$ cat config.mk
export PLATFORM = sky130hd
export DESIGN_NAME = vme_requester
export DESIGN_NICKNAME = d
export VERILOG_FILES = /design/src/rtl/vme_requester.sv
export SDC_FILE = /design/constraint.sdc
export NUM_CORES = 1
export LEC_CHECK = 0
export CORE_MARGIN = 5
export CORE_UTILIZATION = 47
export DETAILED_ROUTE_END_ITERATION = 8
export PLACE_DENSITY = 0.81
export SETUP_SLACK_MARGIN = 0.5
export SYNTH_ARGS = -nofsm -noshare
export SYNTH_HDL_FRONTEND = slang
export SYNTH_SLANG_ARGS = --single-unit
$ cat constraint.sdc
create_clock -name clock -period 1.7 [get_ports clock]
set_clock_uncertainty 0.1 [all_clocks]
set_input_delay 0.255 -clock clock [delete_from_list [all_inputs] [get_ports clock]]
set_output_delay 0.255 -clock clock [all_outputs]
set_load 0.01 [all_outputs]
$ cat src/rtl/vme_requester.sv
// VME bus requester: BR/BG daisy-chain handling, BBSY ownership with minimum hold, bus-clear reporting.
// Optional build macro VME_RELEASE_ON_CLEAR_EN: give up the bus as soon as BCLR is seen.
module vme_requester #(
   parameter int LEVEL    = 3,
   parameter int BBSY_MIN = 4
) (
   input  logic       clock,
   input  logic       reset,
   input  logic       request,
   output logic       vme_br_out,
   input  logic [3:0] vme_bgin,
   output logic [3:0] vme_bgout,
   input  logic       vme_bbsy_in,
   output logic       vme_bbsy_out,
   input  logic       vme_bclr,
   input  logic       vme_as,
   output logic       bus_granted,
   output logic       bus_clear_req
);

   localparam int CNT_W = (BBSY_MIN > 1) ? $clog2(BBSY_MIN) : 1;
   localparam logic [CNT_W-1:0] HOLD_LOAD = CNT_W'(BBSY_MIN - 1);

   typedef enum logic [2:0] {
      S_IDLE    = 3'd0,
      S_REQUEST = 3'd1,
      S_OWNER   = 3'd2,
      S_RELEASE = 3'd3,
      S_PASS    = 3'd4
   } state_t;

   state_t state, state_next;

   logic [3:0] bgin_meta, bgin_sync;
   logic       bbsy_meta, bbsy_sync;
   logic       bclr_meta, bclr_sync;
   logic       as_meta, as_sync;

   logic [CNT_W-1:0] hold_cnt, hold_cnt_next, hold_dec;
   logic [3:0]       bgout_next;
   logic             br_next, bbsy_next, pass_next;
   logic             release_on_clear, request_allowed;

   // Every bus line is asynchronous to us; idle level (high) is the reset value.
   always_ff @(posedge clock or posedge reset) begin
      if (reset) begin
         bgin_meta <= 4'hF;
         bgin_sync <= 4'hF;
         bbsy_meta <= 1'b1;
         bbsy_sync <= 1'b1;
         bclr_meta <= 1'b1;
         bclr_sync <= 1'b1;
         as_meta   <= 1'b1;
         as_sync   <= 1'b1;
      end else begin
         bgin_meta <= vme_bgin;
         bgin_sync <= bgin_meta;
         bbsy_meta <= vme_bbsy_in;
         bbsy_sync <= bbsy_meta;
         bclr_meta <= vme_bclr;
         bclr_sync <= bclr_meta;
         as_meta   <= vme_as;
         as_sync   <= as_meta;
      end
   end

`ifdef VME_RELEASE_ON_CLEAR_EN
   assign release_on_clear = ~bclr_sync;
   assign request_allowed  = bclr_sync;
`else
   assign release_on_clear = 1'b0;
   assign request_allowed  = 1'b1;
`endif

   assign hold_dec = (hold_cnt == '0) ? '0 : hold_cnt - 1'b1;

   // Next state plus next values of the registered bus drivers, so BR/BBSY/BG change cleanly on one edge.
   always_comb begin
      state_next    = state;
      hold_cnt_next = hold_cnt;
      br_next       = 1'b1;
      bbsy_next     = 1'b1;
      pass_next     = 1'b1;
      case (state)
         S_IDLE: begin
            if (!bgin_sync[LEVEL]) begin
               state_next = S_PASS;
               pass_next  = 1'b0;
            end else if (request && request_allowed) begin
               state_next = S_REQUEST;
               br_next    = 1'b0;
            end
         end
         S_PASS: begin
            if (bgin_sync[LEVEL]) begin
               state_next = S_IDLE;
            end else begin
               pass_next = 1'b0;
            end
         end
         S_REQUEST: begin
            if (!bgin_sync[LEVEL] && bbsy_sync) begin
               state_next    = request ? S_OWNER : S_RELEASE;
               bbsy_next     = 1'b0;
               hold_cnt_next = HOLD_LOAD;
            end else begin
               br_next = 1'b0;
            end
         end
         S_OWNER: begin
            bbsy_next     = 1'b0;
            hold_cnt_next = hold_dec;
            if (!request || release_on_clear) begin
               state_next = S_RELEASE;
            end
         end
         S_RELEASE: begin
            hold_cnt_next = hold_dec;
            if (hold_cnt == '0 && as_sync) begin
               state_next = S_IDLE;
            end else begin
               bbsy_next = 1'b0;
            end
         end
         default: begin
            state_next    = S_IDLE;
            hold_cnt_next = '0;
         end
      endcase
      bgout_next        = bgin_sync;
      bgout_next[LEVEL] = pass_next;
   end

   always_ff @(posedge clock or posedge reset) begin
      if (reset) begin
         state        <= S_IDLE;
         hold_cnt     <= '0;
         vme_br_out   <= 1'b1;
         vme_bbsy_out <= 1'b1;
         vme_bgout    <= 4'hF;
      end else begin
         state        <= state_next;
         hold_cnt     <= hold_cnt_next;
         vme_br_out   <= br_next;
         vme_bbsy_out <= bbsy_next;
         vme_bgout    <= bgout_next;
      end
   end

   assign bus_granted   = (state == S_OWNER) && request && !release_on_clear;
   assign bus_clear_req = ((state == S_OWNER) || (state == S_RELEASE)) && !bclr_sync;

endmodule

After elaboration in Yosys (flattened, before gate mapping)
Index checks and enable logic that the tools add are counted. W data, S select, Z words.

Add/sub/neg operators: 1. Equality and inequality tests: 9. Multiplexer cells: 20. Bitwise operators: 1. Reduce and logical (&&, ||, !) cells: 13.

Operators by type and width (number): $mux W3 (6); $pmux W3 S5 (1); $mux W1 (8); $ne A2 B2 Y1 const B (4); $eq A3 B2 Y1 const B (2); $pmux W2 S3 (1); $reduce_and A5 Y1 (1); $logic_and A1 B1 Y1 (4); $mux W2 (2); $reduce_or A2 Y1 (2); $eq A3 B1 Y1 const B (1); $eq A3 B3 Y1 const B (1); $logic_not A3 Y1 (1); $ne A3 B3 Y1 const B (1); $pmux W1 S3 (1); $logic_not A1 Y1 (2); $logic_not A2 Y1 (1); $pmux W1 S2 (1); $reduce_and A2 Y1 (1); $sub A2 B1 Y2 const B (1); $logic_or A1 B1 Y1 (1); $not A1 Y1 (1).

Register bits: 25. Logic and storage cells: 57.

Depth between registers and ports, before layout
Gate-level depths: netlist of run 1.

Depth in word-level cells: 4. Gate-level depth with buffers: 4. Depth with buffers taken out: 3.

Least setup slack after synthesis of run 1
No wires, ideal clock.

Path type: register to register. Start point: register as_sync. End point: register state[1]. Library setup time: 0.119 ns. Arrival time: 1.005 ns. Required time: 1.481 ns. Setup slack: 0.476 ns. Cell stages (with the launch flop): 4. Buffers on the path: 0. Clock period less this slack: 1.224 ns. Cell sequence: dfstp_2 -> nor3b_1 -> a21boi_0 -> o21ba_1.

Cells in the longest elaborated chain, start to end: 3.

Ends and longest elaborated chain: start: declaration (line 37) `logic as_meta, as_sync;`; start signal: assignment (line 63) `as_sync <= as_meta;`; $logic_and A1 B1 Y1 (line 119) `if (hold_cnt == '0 && as_sync) begin`; $ne A2 B2 Y1 (no line); $reduce_and A5 Y1 (no line); end signal: assignment (line 142) `state <= state_next;`; end: declaration (line 32) `state_t state, state_next;`.

Every way passes these cells. A chain may end at the register's enable or synchronous reset.

Worst setup path after layout of run 1
Start point: register state[2]. End point: output bus_granted.

Cells in the longest elaborated chain, start to end: 2.

Ends and longest elaborated chain: $eq A3 B2 Y1 (line 150) `assign bus_granted = (state == S_OWNER) && request && !release_on_clear;`; $logic_and A1 B1 Y1 (line 150); end: declaration (line 17) `output logic bus_granted,`.

Every way passes these cells.

==> summary by stage, run 1 <==
Final layout
The signed area change from the synthesized netlist to the final layout is 42.9%. The repair_antennas step left the layout with diodes totalling 0. The count of cells in the finished layout, fillers not included, comes to roughly 110. The number of nets at the end of the flow is slightly below 100. The share of post-route cells with drive strength above 1 is 61.4%. The top cell types in the final layout, fill and taps aside, are dfstp_2, clkdlybuf4s50_1, buf_6, buf_4, dfrtp_1. Summing all multi-input logic gate instances after layout gives between 200 and 250 µm². Counting the fill cells in the layout gives about 110. With fillers left out, the area of the finished cells amounts to roughly 0.0012 mm². The area of all sequential standard cells is 651 µm². For this run, the share of the core covered by cells in the final layout is 70.5%. Leaving out fill and tap cells, the most frequent cell in the layout is dfstp_2.

Synth
Counting every net in the synthesized netlist gives 69. The mean area per synthesized cell is about 14 µm². The share of the synthesized area in the top cell type is ~60%.

The synthesized netlist devotes just over 10% of its cell area to compound gates. The dominant combinational cell family by area after synthesis is simple AND/OR/NAND/NOR gates. The count of warnings emitted by yosys is 0. Sequential elements use 76.4% of the synthesized area. The number of different library cells in the post-synthesis netlist is 21. After synthesis the netlist holds a flip-flop and latch count of 25. Ranked by total cell area, the synthesized netlist is headed by dfstp_2, dfrtp_1, o32ai_1, o21ai_0, a221oi_2. Summing the areas of all xor and xnor instances in the mapped netlist gives 0% of the synthesized area. In the synthesized netlist, the number of instances is a little under 60. The fraction of the mapped netlist area in adder cells is 0%. The largest area contributor in the synthesized netlist is dfstp_2.

The mapped netlist covers approximately 850 µm². The portion of synthesized area spent on multiplexers is 0%. The simple-gate share of the synthesized area is 10.6%.

STA
Setup repair after global routing could not meet its margin everywhere. Counting I/O delays and the setup requirement, the final critical path takes around 1500 ps. The final count of pins violating max slew was 0. At the pin with the least slew margin, the transition time is about 290 ps.

The part of the cycle the worst path needs is 88.8%. After layout, the worst setup slack is around 190 ps. Headroom to the max-slew limit came out at 80.9%. Setup violations remaining at the end of the flow were counted as 0. Timing would allow up to about 660 MHz. The number of endpoints with negative hold slack in the final report was 0.

Drt
The number of nets with antenna violations after routing is 0. The DRC violation count after routing is 0. Detailed routing inserted a total of 532 vias. For this run, the detailed router's first-pass iteration total came to 4. After detailed routing, the average wire length per cell comes to 12.7 µm.

The first routing iteration left 5 violations. In the routed layout, each cell is associated on average with a via count of ~4.7. The final wirelength is 1440 µm.

Critical path
The cell at the slowest stage of the critical path is dfrtp_1. The critical-path maximum fanout is 3. The arrival time at the worst endpoint is roughly 1200 ps. The worst setup path is launched from a flip-flop. The stage delay of the slowest cell on the critical path is just over 400 ps. The signal on the critical path passes through nand2b_4, nor3_2, buf_2.

The start-to-end type of the worst setup path is reg -> out. The endpoint kind of the worst setup timing path is an output port. The critical path required time is approximately 1300 ps.

Global route
Summed over all layers, the global routing overflow is 0. The global router's overall resource usage is about an eighth. The number of global-route vias before repair came to 551. The initial antenna violation count is 0. The pin count of the biggest net entering global routing is 26. The first-pass GRT wire length is 2280 µm.

Clocking
TritonCTS built the clock tree. The root buffer cell chosen for the clock tree is clkbuf_4. The clock transition at the registers of the reported paths is 130 ps. The number of clock buffers added by TritonCTS is 3.

The insertion delay to the later sink of the worst-skew pair is about 310 ps. The maximum clock path buffer count is 2. The number of levels the H-tree was split into is 1. The clock sink count is 25.

Place
The worst setup timing slack at the placement stage is -160 ps. The wire-length estimate of the detail-placed layout is about 950 µm. The placer's final routability congestion estimate is 0.715. Once placement completed, the tool counted placed cells totaling 104.

Input and output buffers added on the ports amount to 17. Once placement finished, the instance area stood at between 0.001 and 0.0015 mm².

Hold path
The path class of the tightest hold or removal check is in -> async.

Floorplan
The number of top-level pins is 18. The chip height is between 50 and 60 µm. The overall die width is around 53 µm.

The die outline area is 0.00276 mm². Row generation in the floorplan step produced 15 rows. The starting density of the core is 49.3%.

The core box area is roughly 0.0017 mm².

Power and ir drop
The leakage power summed over all cells is 0.533 nW. The switching share of power is a little under a third. Dividing total power by cell area gives a power density of about 1400 mW/mm². Combinational logic burns between 30% and 40% of the power. The largest vdd supply drop is between 1 and 1.5 mV. Sequential cells burn between 40% and 50% of the power. For this design the total switching power over the nets is roughly 0.53 mW. The clock network fraction of total power is 14.8%. Cell internal power was estimated by the tool at ~1.2 mW.

Run
The number of max-capacitance violations reported is 0.

Run status
The flow ran to the end, and the final reports show no timing, DRC or antenna violations.
## kinds of logic (layout without fill, tap and decap cells)
logic type      Yosys count  after routing
compound gates           11             11
buf+inv                   6             35
flops                    25             25
simple gates             17             17
## worst paths after layout
kind	endpoint	from	slack, ps	cells past startpoint
min in group clock	bbsy_meta$_DFF_PP1_	vme_bbsy_in	230	1
max in group asynchronous	vme_bgout[1]$_DFF_PP1_	reset	1050	3
setup reg to reg	state[0]$_DFFE_PP0P_	bgin_sync[3]$_DFF_PP1_	400	3
setup / recovery	bus_granted	state[2]$_DFFE_PP0P_	190	3
hold reg to reg	bgin_sync[2]$_DFF_PP1_	bgin_meta[2]$_DFF_PP1_	260	0
hold / removal	state[1]$_DFFE_PP0P_	reset	160	3
## Yosys cell counts
| cell type | number |
|---|---|
| nand2_1 | 4 |
| a221oi_2 | 1 |
| or2_1 | 1 |
| nor3b_1 | 2 |
| o32ai_1 | 2 |
| nor2_1 | 4 |
| or2b_1 | 1 |
| dfstp_2 | 20 |
| a22o_1 | 1 |
| nor2b_2 | 1 |
| o21ba_1 | 1 |
| inv_1 | 4 |
| nor3_1 | 2 |
| o21bai_1 | 1 |
| a21boi_0 | 1 |
| a21oi_1 | 1 |
| nand2b_1 | 1 |
| o21ai_0 | 3 |
| dfrtp_1 | 5 |
| buf_2 | 2 |
| nor2b_1 | 1 |
## layer usage
metal / GRT usage, % / vias up / wire [µm]
li1: - / 252 / -
met1: 13.5 / 265 / 600
met2: 19.0 / 13 / 772
met3: 3.42 / 2 / 51
met4: 8.51 / 0 / 13
met5: 0 / - / 0
## critical path, delay by kind of cell, from the launching register on
family,cells,cell delay (ps)
and+or+nand+nor,2,270
buffers and inverters,1,170
DFF,1,410
## power groups by stage
stage	sequential (mW)	combinational [mW]	clock (mW)
final	0.816	0.636	0.252
after global routing	0.829	0.692	0.289
after CTS	0.807	0.498	0.261
after detailed placement	0.801	0.452	0
after global placement	0.795	0.439	0
after floorplan	0.814	0.241	0
## metrics by stage
| stage | hold slack (ps) | power, mW | setup TNS (ps) |
|---|---|---|---|
| 6_report | 159 | 1.70 | 0 |
| 5_1_grt | 171 | 1.81 | 0 |
| 4_1_cts | 165 | 1.57 | 0 |
| 3_5_place_dp | 247 | 1.25 | -160 |
| 3_3_place_gp | 245 | 1.23 | -126 |
| 2_1_floorplan | 159 | 1.06 | 0 |
## state kept, by name, summed over array words and instances (netlist names)
register / cells
bgin_meta: 4
hold_cnt: 2
vme_bgout: 4
bclr_sync: 1
bbsy_meta: 1
vme_br_out: 1
as_sync: 1
bbsy_sync: 1
as_meta: 1
bclr_meta: 1
vme_bbsy_out: 1
state: 3
bgin_sync: 4
## what timing repair did
item | in CTS | in global routing
setup endpoints to repair | 13 | 13
gates resized for setup | 44 | 11
pin swaps | 1 | 2
setup buffers | 1 | 4
hold buffers | 0 | 0
## final cells by class
class | instances | area share [%]
clock buffer | 4 | 2.16
multi-input combinational | 28 | 20.0
inverter | 4 | 1.23
tap | 25 | 2.57
sequential | 25 | 53.4
timing repair buffer | 27 | 20.6
Power figures use the tool's default switching activity.
==> run 2: changes to the inputs <==
Settings changed: CORE_ASPECT_RATIO set to 0.8.
==> summary by stage, run 2 (synthesized netlist as in run 1, its figures left out) <==
Final layout
The post-layout instance area is 0.00118 mm² (was 0.00122 mm²). The signed area change from the synthesized netlist to the final layout is 38.5% (was 42.9%). Registers with the most flip-flops: bgin_meta: 4 flops, bgin_sync: 4 flops, vme_bgout: 4 flops (unchanged).

The number of nets at the end of the flow was 96 (was 99). The multi-input gate area in the final layout is 228 µm² (was 244 µm²). The share of post-route cells with drive strength above 1 is 55.3% (was 61.4%). The most common library cell in the layout ignoring fill and taps is dfstp_2 (unchanged). The total of fill cells in the finished design was 127 (was 108). The area of all sequential standard cells came to 651 µm² (unchanged).

Commonest cells after routing, fill and taps aside: dfstp_2, clkdlybuf4s50_1, buf_6, buf_4, dfrtp_1 (unchanged). The antenna diode count is 0 (unchanged).

STA
The pin slew with the least headroom to its limit is 281 ps (was 286 ps). Unrepaired setup endpoints after global routing: true (unchanged). The least setup slack across all paths after layout is 240 ps (was 191 ps).

The number of endpoints with negative hold slack in the final report is 0 (unchanged). The part of the cycle the worst path needs is 85.9% (was 88.8%). The shortest period the worst path allows came to 1460 ps (was 1510 ps). The final count of pins violating max slew was 0 (unchanged). The worst max-slew margin expressed relative to the limit was 81.3% (was 80.9%). The final-report setup violation count is 0 (unchanged). The top achievable clock speed is 685 MHz (was 663 MHz).

Place
The cell area after placement is 0.00109 mm² (about the same). The placer's final routability congestion estimate is 0.819 (was 0.715). The sum of net half-perimeters after detailed placement is 875 µm (was 954 µm). The count of input and output buffers is 17 (unchanged).

The worst setup timing slack at the placement stage is -140 ps (was -160 ps).

Global route
The overall overflow remaining after global route is 0 (unchanged). The initial antenna violation count was 0 (unchanged). The pin count of the biggest net entering global routing is 26 (unchanged). The first-pass GRT wire length is 2290 µm (was 2280 µm).

The number of global-route vias before repair is 525 (was 551). The global router's overall resource usage is 11.5% (was 11.9%).

Drt
The number of DRC violations after detailed-routing iteration 0 was 12 (was 5). The number of nets with antenna violations after routing is 0 (unchanged). The final wirelength is 1320 µm (was 1440 µm). The routed via count was 527 (was 532). The post-detailed-route wirelength per cell is 12.3 µm (was 12.7 µm). The number of vias per cell after detailed routing is 4.93 (was 4.71).

The total iterations of the first detailed-routing run is 4 (unchanged). The DRC violation count after routing came to 0 (unchanged).

Clocking
The insertion delay to the later sink of the worst-skew pair is 320 ps (was 310 ps). The clock transition at the registers of the reported paths is 140 ps (was 130 ps). The total CTS buffers is 3 (unchanged). The number of levels the H-tree was split into is 1 (unchanged).

The maximum clock path buffer count was 2 (unchanged). The clock sink count is 25 (unchanged). The CTS root buffer is clkbuf_4 (unchanged). The clock tree from TritonCTS is done (unchanged). The count of hold-fix buffers inserted at cts came to 0 (unchanged).

Floorplan
The core box area came to 0.00168 mm² (was 0.00173 mm²). The die outline area came to 0.00277 mm² (was 0.00276 mm²). The site row count was 13 (was 15). The chip height is 48.1 µm (was 52.6 µm). The starting density of the core is 50.9% (was 49.3%). The overall die width is 57.6 µm (was 52.6 µm).

The number of top-level pins is 18 (unchanged).

Power and ir drop
The power density of the placed cells is 1390 mW/mm² (was 1400 mW/mm²). The largest vdd supply drop is 0.909 mV (was 1.07 mV). The leakage power summed over all cells is 0.508 nW (was 0.533 nW).

Critical path
The start-to-end type of the worst setup path is reg -> out (unchanged). The arrival time at the worst endpoint is 1100 ps (was 1150 ps). The critical-path maximum fanout came to 3 (unchanged). The startpoint class of the critical path is a flip-flop (unchanged). The endpoint kind of the worst setup timing path is an output port (unchanged).

The critical path required time is 1340 ps (about the same).

Run
The number of max-capacitance violations reported is 0 (unchanged).

Hold path
The path type of the worst min-delay path is in -> async (unchanged).

Run status
Outcome: finished, final reports clean (unchanged).
-- run 2: changes by cell type in the layout (fill, tap and decap cells not counted), moves of 2 or more --
cell     previous run  this run
buf_4               8         6
buf_6               8         6
nor2_1              1         4
nor2_2              3         0
o21ai_0             1         3
-- run 2: metrics by stage --
| stage | TNS [ps] | hold slack (ps) | cells | util, % | total power [mW] |
|---|---|---|---|---|---|
| after floorplan | 0 | 159 | 59 | - | 1.06 |
| after global placement | -123 | 245 | 101 | 64.9 | 1.23 |
| after detailed placement | -140 | 247 | 101 | 64.9 | 1.25 |
| after CTS | 0 | 146 | 105 | 68.7 | 1.59 |
| after global routing | 0 | 157 | 107 | 70.4 | 1.75 |
| final | 0 | 154 | 107 | 70.4 | 1.64 |
-- run 2: layout make-up --
cell class                      count  area share, %
Clock inverter                      1          0.742
Tap cell                           22           2.33
Clock buffer                        3           1.91
Inverter                            4           1.27
Multi-Input combinational cell     28           19.3
Timing Repair Buffer               24           19.3
Sequential cell                    25           55.1
-- run 2: metal layers --
| layer | vias to the layer above | global-route usage [%] | share of wire, % | wire (µm) |
|---|---|---|---|---|
| met5 | - | 0 | 0 | 0 |
| met4 | 0 | 4.17 | 1.6 | 21 |
| met3 | 4 | 4.85 | 8.3 | 109 |
| met2 | 24 | 20.5 | 52 | 680 |
| met1 | 253 | 12.8 | 38 | 508 |
| li1 | 246 | - | - | - |
-- run 2: final timing paths --
check                                          to  cells after the start            startpoint  slack [ps]
max in group asynchronous  vme_bgout[3]$_DFF_PP1_                      3                 reset        1070
setup / recovery                    bus_clear_req                      3  state[2]$_DFFE_PP0P_         240
hold reg to reg               bclr_sync$_DFF_PP1_                      0   bclr_meta$_DFF_PP1_         270
min in group clock              as_meta$_DFF_PP1_                      1                vme_as         220
hold / removal               state[1]$_DFFE_PP0P_                      3                 reset         150
setup reg to reg             state[0]$_DFFE_PP0P_                      5  state[1]$_DFFE_PP0P_         320
-- run 2: worst max-delay path: stages, from the launching register on --
cell	delay, ps
dfrtp_1	400
nand2b_4	160
nor2_1	100
buf_2	130
-- run 2: what timing repair did --
action,in CTS,in global routing
cloned,0,0
endpoints found under the setup margin,13,13
endpoints found under the hold margin,0,0
setup buffers,0,2
gates resized for setup,45,3
pin swaps,4,1
-- run 2: power breakdown --
part	internal, mW	switching, mW
logic	0.302	0.248
clock network	0.0956	0.177
registers	0.734	0.0820
total	1.13	0.508
